[src/rtl/instruction_fetch_stage_if.sv]
// ============================================================================
//  Module   : instruction_fetch_stage_if
//  Purpose  : Bundles the instruction-memory request/response channel, the
//             redirect/halt controls and the decode-side valid/ready channel
//             of the fetch stage.
//  Modports : master - the fetch stage (drives requests and fetch output)
//             slave  - the environment (memory, execute and decode stages)
//  Revision : 1.0 - initial release
// ============================================================================
`default_nettype none

interface instruction_fetch_stage_if;
   logic        imem_req_valid;
   logic        imem_req_ready;
   logic [63:0] imem_req_addr;
   logic        imem_resp_valid;
   logic [31:0] imem_resp_data;
   logic        redirect_valid;
   logic [63:0] redirect_pc;
   logic        halt;
   logic        fetch_valid;
   logic        fetch_ready;
   logic [31:0] fetch_instr;
   logic [63:0] fetch_pc;

   modport master (
      output imem_req_valid, imem_req_addr, fetch_valid, fetch_instr, fetch_pc,
      input  imem_req_ready, imem_resp_valid, imem_resp_data,
      input  redirect_valid, redirect_pc, halt, fetch_ready
   );

   modport slave (
      input  imem_req_valid, imem_req_addr, fetch_valid, fetch_instr, fetch_pc,
      output imem_req_ready, imem_resp_valid, imem_resp_data,
      output redirect_valid, redirect_pc, halt, fetch_ready
   );
endinterface

`default_nettype wire

[src/rtl/instruction_fetch_stage.sv]
// ============================================================================
//  Module   : instruction_fetch_stage
//  Purpose  : RV64I fetch stage. Holds the fetch PC, issues in-order 32-bit
//             instruction reads, buffers responses with their PCs in a FIFO
//             and hands them to decode over valid/ready. Redirects flush the
//             buffer and discard responses to wrong-path requests in flight.
//  Ports    : clk  - clock, rising edge
//             rst  - asynchronous reset, active-high
//             bus  - instruction_fetch_stage_if.master (imem req/resp,
//                    redirect, halt, fetch output channel)
//  Revision : 1.0 - initial release
// ============================================================================
`default_nettype none

module instruction_fetch_stage #(
   parameter logic [63:0] RESET_PC        = 64'h0,
   parameter int          FIFO_DEPTH      = 4,
   parameter int          MAX_OUTSTANDING = 2
) (
   input wire logic                   clk,
   input wire logic                   rst,
   instruction_fetch_stage_if.master  bus
);

   localparam int c_PTR_W = $clog2(FIFO_DEPTH);
   localparam int c_CNT_W = $clog2(MAX_OUTSTANDING + 1);
   localparam int c_IFQ_W = (MAX_OUTSTANDING > 1) ? $clog2(MAX_OUTSTANDING) : 1;

   logic [63:0]        r_pc;
   logic [c_CNT_W-1:0] r_out_cnt;
   logic [c_CNT_W-1:0] r_drop;

   // PCs of accepted requests, oldest first; occupancy equals r_out_cnt
   logic [63:0]        r_ifq [MAX_OUTSTANDING];
   logic [c_IFQ_W-1:0] r_ifq_wr;
   logic [c_IFQ_W-1:0] r_ifq_rd;

   // Instruction buffer; pointers carry one extra bit to tell full from empty
   logic [31:0]        r_fifo_instr [FIFO_DEPTH];
   logic [63:0]        r_fifo_pc    [FIFO_DEPTH];
   logic [c_PTR_W:0]   r_wr_ptr;
   logic [c_PTR_W:0]   r_rd_ptr;

   logic [c_PTR_W:0]   w_fifo_count;
   logic               w_fifo_empty;
   logic [31:0]        w_used;
   logic               w_req_valid;
   logic               w_fire;
   logic               w_push;
   logic               w_pop;
   logic               w_fetch_valid;
   logic [63:0]        w_redir_pc;

   function automatic logic [c_IFQ_W-1:0] ifq_next(input logic [c_IFQ_W-1:0] idx);
      // Explicit wrap so MAX_OUTSTANDING need not be a power of two
      if (idx == c_IFQ_W'(MAX_OUTSTANDING - 1)) return '0;
      return idx + c_IFQ_W'(1);
   endfunction

   assign w_fifo_count = r_wr_ptr - r_rd_ptr;
   assign w_fifo_empty = (w_fifo_count == '0);
   // Every outstanding request holds a credit for a buffer slot, so a
   // response can always be enqueued without backpressure.
   assign w_used       = 32'(r_out_cnt) + 32'(w_fifo_count);
   assign w_req_valid  = !rst && !bus.halt && !bus.redirect_valid
                         && (32'(r_out_cnt) < 32'(MAX_OUTSTANDING))
                         && (w_used < 32'(FIFO_DEPTH));
   assign w_fire       = w_req_valid && bus.imem_req_ready;
   // The redirect flush wins over any enqueue in the same cycle
   assign w_push        = bus.imem_resp_valid && !bus.redirect_valid && (r_drop == '0);
   assign w_fetch_valid = !w_fifo_empty && !bus.redirect_valid;
   assign w_pop         = w_fetch_valid && bus.fetch_ready;
   assign w_redir_pc    = bus.redirect_pc & ~64'h3;

   assign bus.imem_req_valid = w_req_valid;
   assign bus.imem_req_addr  = r_pc;
   assign bus.fetch_valid    = w_fetch_valid;
   assign bus.fetch_instr    = r_fifo_instr[r_rd_ptr[c_PTR_W-1:0]];
   assign bus.fetch_pc       = r_fifo_pc[r_rd_ptr[c_PTR_W-1:0]];

   always_ff @(posedge clk or posedge rst) begin
      if (rst) begin
         r_pc      <= RESET_PC;
         r_out_cnt <= '0;
         r_drop    <= '0;
         r_ifq_wr  <= '0;
         r_ifq_rd  <= '0;
         r_wr_ptr  <= '0;
         r_rd_ptr  <= '0;
         for (int i = 0; i < MAX_OUTSTANDING; i++) r_ifq[i] <= '0;
         for (int i = 0; i < FIFO_DEPTH; i++) begin
            r_fifo_instr[i] <= '0;
            r_fifo_pc[i]    <= '0;
         end
      end else begin
         // Fetch PC
         if (bus.redirect_valid)
            r_pc <= w_redir_pc;
         else if (w_fire)
            r_pc <= r_pc + 64'd4;

         // Outstanding count
         if (w_fire && !bus.imem_resp_valid)
            r_out_cnt <= r_out_cnt + c_CNT_W'(1);
         else if (!w_fire && bus.imem_resp_valid)
            r_out_cnt <= r_out_cnt - c_CNT_W'(1);

         // Wrong-path responses still owed by memory; the response arriving
         // in the redirect cycle is discarded directly, hence not counted.
         if (bus.redirect_valid)
            r_drop <= r_out_cnt - c_CNT_W'(bus.imem_resp_valid);
         else if (bus.imem_resp_valid && (r_drop != '0))
            r_drop <= r_drop - c_CNT_W'(1);

         // In-flight PC queue keeps running across redirects
         if (w_fire) begin
            r_ifq[r_ifq_wr] <= r_pc;
            r_ifq_wr        <= ifq_next(r_ifq_wr);
         end
         if (bus.imem_resp_valid)
            r_ifq_rd <= ifq_next(r_ifq_rd);

         // Instruction buffer
         if (bus.redirect_valid) begin
            r_wr_ptr <= '0;
            r_rd_ptr <= '0;
         end else begin
            if (w_push) begin
               r_fifo_instr[r_wr_ptr[c_PTR_W-1:0]] <= bus.imem_resp_data;
               r_fifo_pc[r_wr_ptr[c_PTR_W-1:0]]    <= r_ifq[r_ifq_rd];
               r_wr_ptr                            <= r_wr_ptr + 1'b1;
            end
            if (w_pop)
               r_rd_ptr <= r_rd_ptr + 1'b1;
         end
      end
   end

   a_fifo_bound : assert property (@(posedge clk) disable iff (rst)
      32'(w_fifo_count) <= 32'(FIFO_DEPTH));
   a_resp_expected : assert property (@(posedge clk) disable iff (rst)
      bus.imem_resp_valid |-> (r_out_cnt != '0));
   a_drop_bound : assert property (@(posedge clk) disable iff (rst)
      (r_drop <= r_out_cnt) && (32'(r_out_cnt) <= 32'(MAX_OUTSTANDING)));

endmodule

`default_nettype wire

[src/flat_wrapper.sv]
// flat-port wrapper written by rule: the top's interface ports become plain ports
module instruction_fetch_stage_flat 
#(
   parameter logic [63:0] RESET_PC        = 64'h0,
   parameter int          FIFO_DEPTH      = 4,
   parameter int          MAX_OUTSTANDING = 2
)
  (clk, rst, bus_imem_req_valid, bus_imem_req_addr, bus_fetch_valid, bus_fetch_instr, bus_fetch_pc, bus_imem_req_ready, bus_imem_resp_valid, bus_imem_resp_data, bus_redirect_valid, bus_redirect_pc, bus_halt, bus_fetch_ready);
  instruction_fetch_stage_if bus_i ();
  input wire logic clk;
  input wire logic rst;
  output wire logic [$bits(bus_i.imem_req_valid)-1:0] bus_imem_req_valid;
  output wire logic [$bits(bus_i.imem_req_addr)-1:0] bus_imem_req_addr;
  output wire logic [$bits(bus_i.fetch_valid)-1:0] bus_fetch_valid;
  output wire logic [$bits(bus_i.fetch_instr)-1:0] bus_fetch_instr;
  output wire logic [$bits(bus_i.fetch_pc)-1:0] bus_fetch_pc;
  input wire logic [$bits(bus_i.imem_req_ready)-1:0] bus_imem_req_ready;
  input wire logic [$bits(bus_i.imem_resp_valid)-1:0] bus_imem_resp_valid;
  input wire logic [$bits(bus_i.imem_resp_data)-1:0] bus_imem_resp_data;
  input wire logic [$bits(bus_i.redirect_valid)-1:0] bus_redirect_valid;
  input wire logic [$bits(bus_i.redirect_pc)-1:0] bus_redirect_pc;
  input wire logic [$bits(bus_i.halt)-1:0] bus_halt;
  input wire logic [$bits(bus_i.fetch_ready)-1:0] bus_fetch_ready;
  assign bus_imem_req_valid = bus_i.imem_req_valid;
  assign bus_imem_req_addr = bus_i.imem_req_addr;
  assign bus_fetch_valid = bus_i.fetch_valid;
  assign bus_fetch_instr = bus_i.fetch_instr;
  assign bus_fetch_pc = bus_i.fetch_pc;
  assign bus_i.imem_req_ready = bus_imem_req_ready;
  assign bus_i.imem_resp_valid = bus_imem_resp_valid;
  assign bus_i.imem_resp_data = bus_imem_resp_data;
  assign bus_i.redirect_valid = bus_redirect_valid;
  assign bus_i.redirect_pc = bus_redirect_pc;
  assign bus_i.halt = bus_halt;
  assign bus_i.fetch_ready = bus_fetch_ready;
  instruction_fetch_stage #(.RESET_PC(RESET_PC), .FIFO_DEPTH(FIFO_DEPTH), .MAX_OUTSTANDING(MAX_OUTSTANDING)) u_core (.clk(clk), .rst(rst), .bus(bus_i));
endmodule
[config.mk]
export PLATFORM = sky130hd
export DESIGN_NAME = instruction_fetch_stage_flat
export DESIGN_NICKNAME = d
export VERILOG_FILES = /design/src/rtl/instruction_fetch_stage_if.sv /design/src/rtl/instruction_fetch_stage.sv /design/src/flat_wrapper.sv
export SDC_FILE = /design/constraint.sdc
export NUM_CORES = 1
export LEC_CHECK = 0
export ABC_CLOCK_PERIOD_IN_PS = 39300
export BUFFER_PORTS_ARGS = -buffer_cell sky130_fd_sc_hd__buf_2
export CAP_MARGIN = 25
export CORE_MARGIN = 2
export CORE_UTILIZATION = 54
export CTS_CLUSTER_DIAMETER = 200
export DETAILED_ROUTE_END_ITERATION = 10
export HOLD_SLACK_MARGIN = 0.08
export MAX_ROUTING_LAYER = met4
export PLACE_DENSITY_LB_ADDON = 0.15
export SYNTH_ARGS = -nofsm -noshare
export SYNTH_HDL_FRONTEND = slang
export SYNTH_SLANG_ARGS = --single-unit
[constraint.sdc]
create_clock -name clk -period 39.3 [get_ports clk]
set_input_delay 7.86 -clock clk [delete_from_list [all_inputs] [get_ports clk]]
set_output_delay 7.86 -clock clk [all_outputs]
set_load 0.02 [all_outputs]
==> metrics.yaml <==
outcome:
  outcome: "finished clean"
sta:
  period_share_pct: 42.5
  fin_ws_ps: 22610
  timing.fmax_mhz: 59.9
  setup_viol: 0
  holdWs_ps: 475
  finalHoldViolCount: 0
  slew_viol_final: 0
  grt_setup_unrepaired: "false"
  fin_setup_tns_ps: 0
  slew_headroom_pct: 29.7
  timing.final.crit_period_ps: 16690
  skew_ps: 22.0
  worst_pin_slew_ps: 1040
clock_tree:
  clock_latency_ps: 610
  cts_hold_buf: 0
  cts_resized: 0
  cts.sink_count: 574
  cts_tree: "yes"
  numCtsBuffers: 60
  ctsRootBufferMaster: "clkbuf_16"
  cts_setup_buffers: 0
  htreeDepth: 2
  path_clk_slew_ps: 60
  cts_max_path_buffers: 3
synthesis:
  yosys_warnings: 0
  synth_cells: 2089
  ys_seq_area_share_pct: 56.6
  synth_cell_types: 51
  synth_edf_count: 0
  ys_seq_elements: 574
  synth.cell_area_um2: 25400
  synth.avg_cell_area_um2: 12.1
  synth_flop_cell: "dfrtp_1"
  async_flop_share_pct: 100
finish:
  fin_util_pct: 62.9
  final_cell_mix: "571 x dfrtp_1, 344 x nand2_1, 301 x o21ai_0"
  final_common_cell: "dfrtp_1"
  final_layout_size_suffix_gt1_share_pct: 31.5
  nNetsFinal: 2403
  area_delta_synth_final_pct: 15.1
pwr:
  ir_drop_v: 0.0000437
  powerDensity_nw_per_um2: 65.9
  p_leak_nw: 13.7
  power.total_mw: 1.93
critical_path:
  critical_path.max_fanout: 31
  slowest_stage: "nor3_1"
  path_class: "in2out"
  cp-start-kind: "input port"
  r2r_slack_ps: 34150
  crit_arrival_ps: 8830
  endpoint_kind: "output pin"
  r2r-start: "u_core.r_rd_ptr[1]$_DFFE_PP0P_"
  cpPeakStageDelay_ps: 260
  cp_data_required_time_ps: 31440
  crit_top_cell: "buf_2"
  r2r_cells: 10
  path_cells: "buf_2 > buf_4 > nor3_1 > and4_1 > buf_2"
  r2r_end: "u_core.r_ifq[52]$_DFFE_PP0P_"
floorplanning:
  ioPinCount: 265
  row_count: 79
  die_y_um: 221
  initial_core_util_pct: 54.6
  core-area_um2: 46500
  fp.dieArea_um2: 48800
  die_x_um: 221
hold_path:
  hold-path-endpoint: "u_core.r_fifo_pc[144]$_DFFE_PP0P_"
  min_from: "u_core.r_fifo_pc[144]$_DFFE_PP0P_"
  holdPathStages: 2
  hold_path_class: "reg2reg"
drt:
  drt-total-wl_mm: 61.5
  routed_via_density: 5.92
  drtIter0Drc: 1169
  wl_per_cell_um: 20.9
  drc: 0
  ant_nets: 0
  firstDrtPassIters: 5
  vias: 17400
placed_design:
  post-place-ws_ps: 22610
  place.gp.congestion: 0.860
  dp_hpwl_mm: 39.3
  numPortBuffers: 258
grt:
  grt_pass1_wl_mm: 96.8
  grt_pass1_vias: 17300
  grt_overflow: 0
  track_usage_pct: 26.5
  grt_max_degree: 145
  antenna_found_initial: 1
job:
  maxCapViolations: 0
==> metrics by stage <==
step	cell area [um^2]	std cells
6_report	29200	2938
5_1_grt	29200	2938
4_1_cts	29100	2933
3_5_place_dp	27100	2829
3_3_place_gp	27100	2829
2_1_floorplan	25400	2092
==> state kept, by name, summed over array words and instances (netlist names) <==
| register | count |
|---|---|
| u_core.r_ifq | 124 |
| u_core.r_drop | 2 |
| u_core.r_wr_ptr | 3 |
| u_core.r_fifo_instr | 128 |
| u_core.r_out_cnt | 2 |
| u_core.r_fifo_pc | 248 |
| u_core.r_ifq_rd | 1 |
| u_core.bus.imem_req_addr | 62 |
| u_core.r_ifq_wr | 1 |
| u_core.r_rd_ptr | 3 |
==> area by class of cell <==
type                       count  area [um^2]
clock inverter                18          243
multi-input combinational   1347        10400
antenna                        1         2.50
inverter                      19         78.8
timing repair buffer         286         1580
fill                        3628        17300
clock buffer                  86         1760
tap                          607          759
sequential                   574        14400
==> Yosys cell counts (all sizes together), types with 12 or more instances <==
library cell	count	area, um^2
nor3	15	75.1
mux4	94	2120
nand2	349	1310
mux2	245	2760
nand4	28	175
o211ai	12	90.1
mux2i	63	631
nor2	37	139
clkbuf	117	439
nand3	30	150
nor4	12	105
inv	19	71.3
buf	35	158
and3	13	81.3
o311ai	15	131
dfrtp	574	14400
o21ai	301	1510
a221o	15	150
a21oi	12	60.1
and4	12	105
==> routing by layer <==
layer	global-route usage (%)	vias up	routed length [um]
li1	-	7887	-
met1	38.3	8850	28000
met5	-	-	0
met2	39.4	562	28400
met3	3.71	94	3610
met4	7.67	0	1450
==> report_power, final <==
| part | internal [mW] | leakage [nW] | total, mW | switching [mW] |
|---|---|---|---|---|
| sequential | 0.731 | 7.69 | 0.830 | 0.0991 |
| clock | 0.347 | 0.993 | 0.575 | 0.228 |
| combinational | 0.232 | 5.01 | 0.520 | 0.288 |
| total | 1.31 | 13.7 | 1.93 | 0.615 |
==> worst max-delay path by stage <==
stage	from	endpoint	slack [ps]	cells past startpoint
after detailed placement	bus_redirect_valid	bus_imem_req_valid	22610	5
after global routing	bus_redirect_valid	bus_imem_req_valid	22530	5
after global placement	bus_redirect_valid	bus_imem_req_valid	22630	5
after floorplan	rst	u_core.bus.imem_req_addr[10]$_DFFE_PP0P_	15380	1
after CTS	bus_redirect_valid	bus_imem_req_valid	22620	5
final	bus_redirect_valid	bus_imem_req_valid	22610	5
==> cell families after synthesis <==
group                      count (synthesis)  synth area share [%]
and+or+nand+nor                          529                  9.34
adders and majority gates                 12                 0.621
xor gates and xnor gates                  16                 0.611
other                                      1                0.0148
buffers and inverters                    171                  2.63
muxes                                    402                  21.7
AOI/OAI and AO/OA                        384                  8.49
DFF                                      574                  56.6
==> critical path: cells and delay by family <==
kind	cells	cell delay, ps
buffers and inverters	3	490
AND/OR/NAND/NOR	2	470
(Power assumes the default switching activity.)
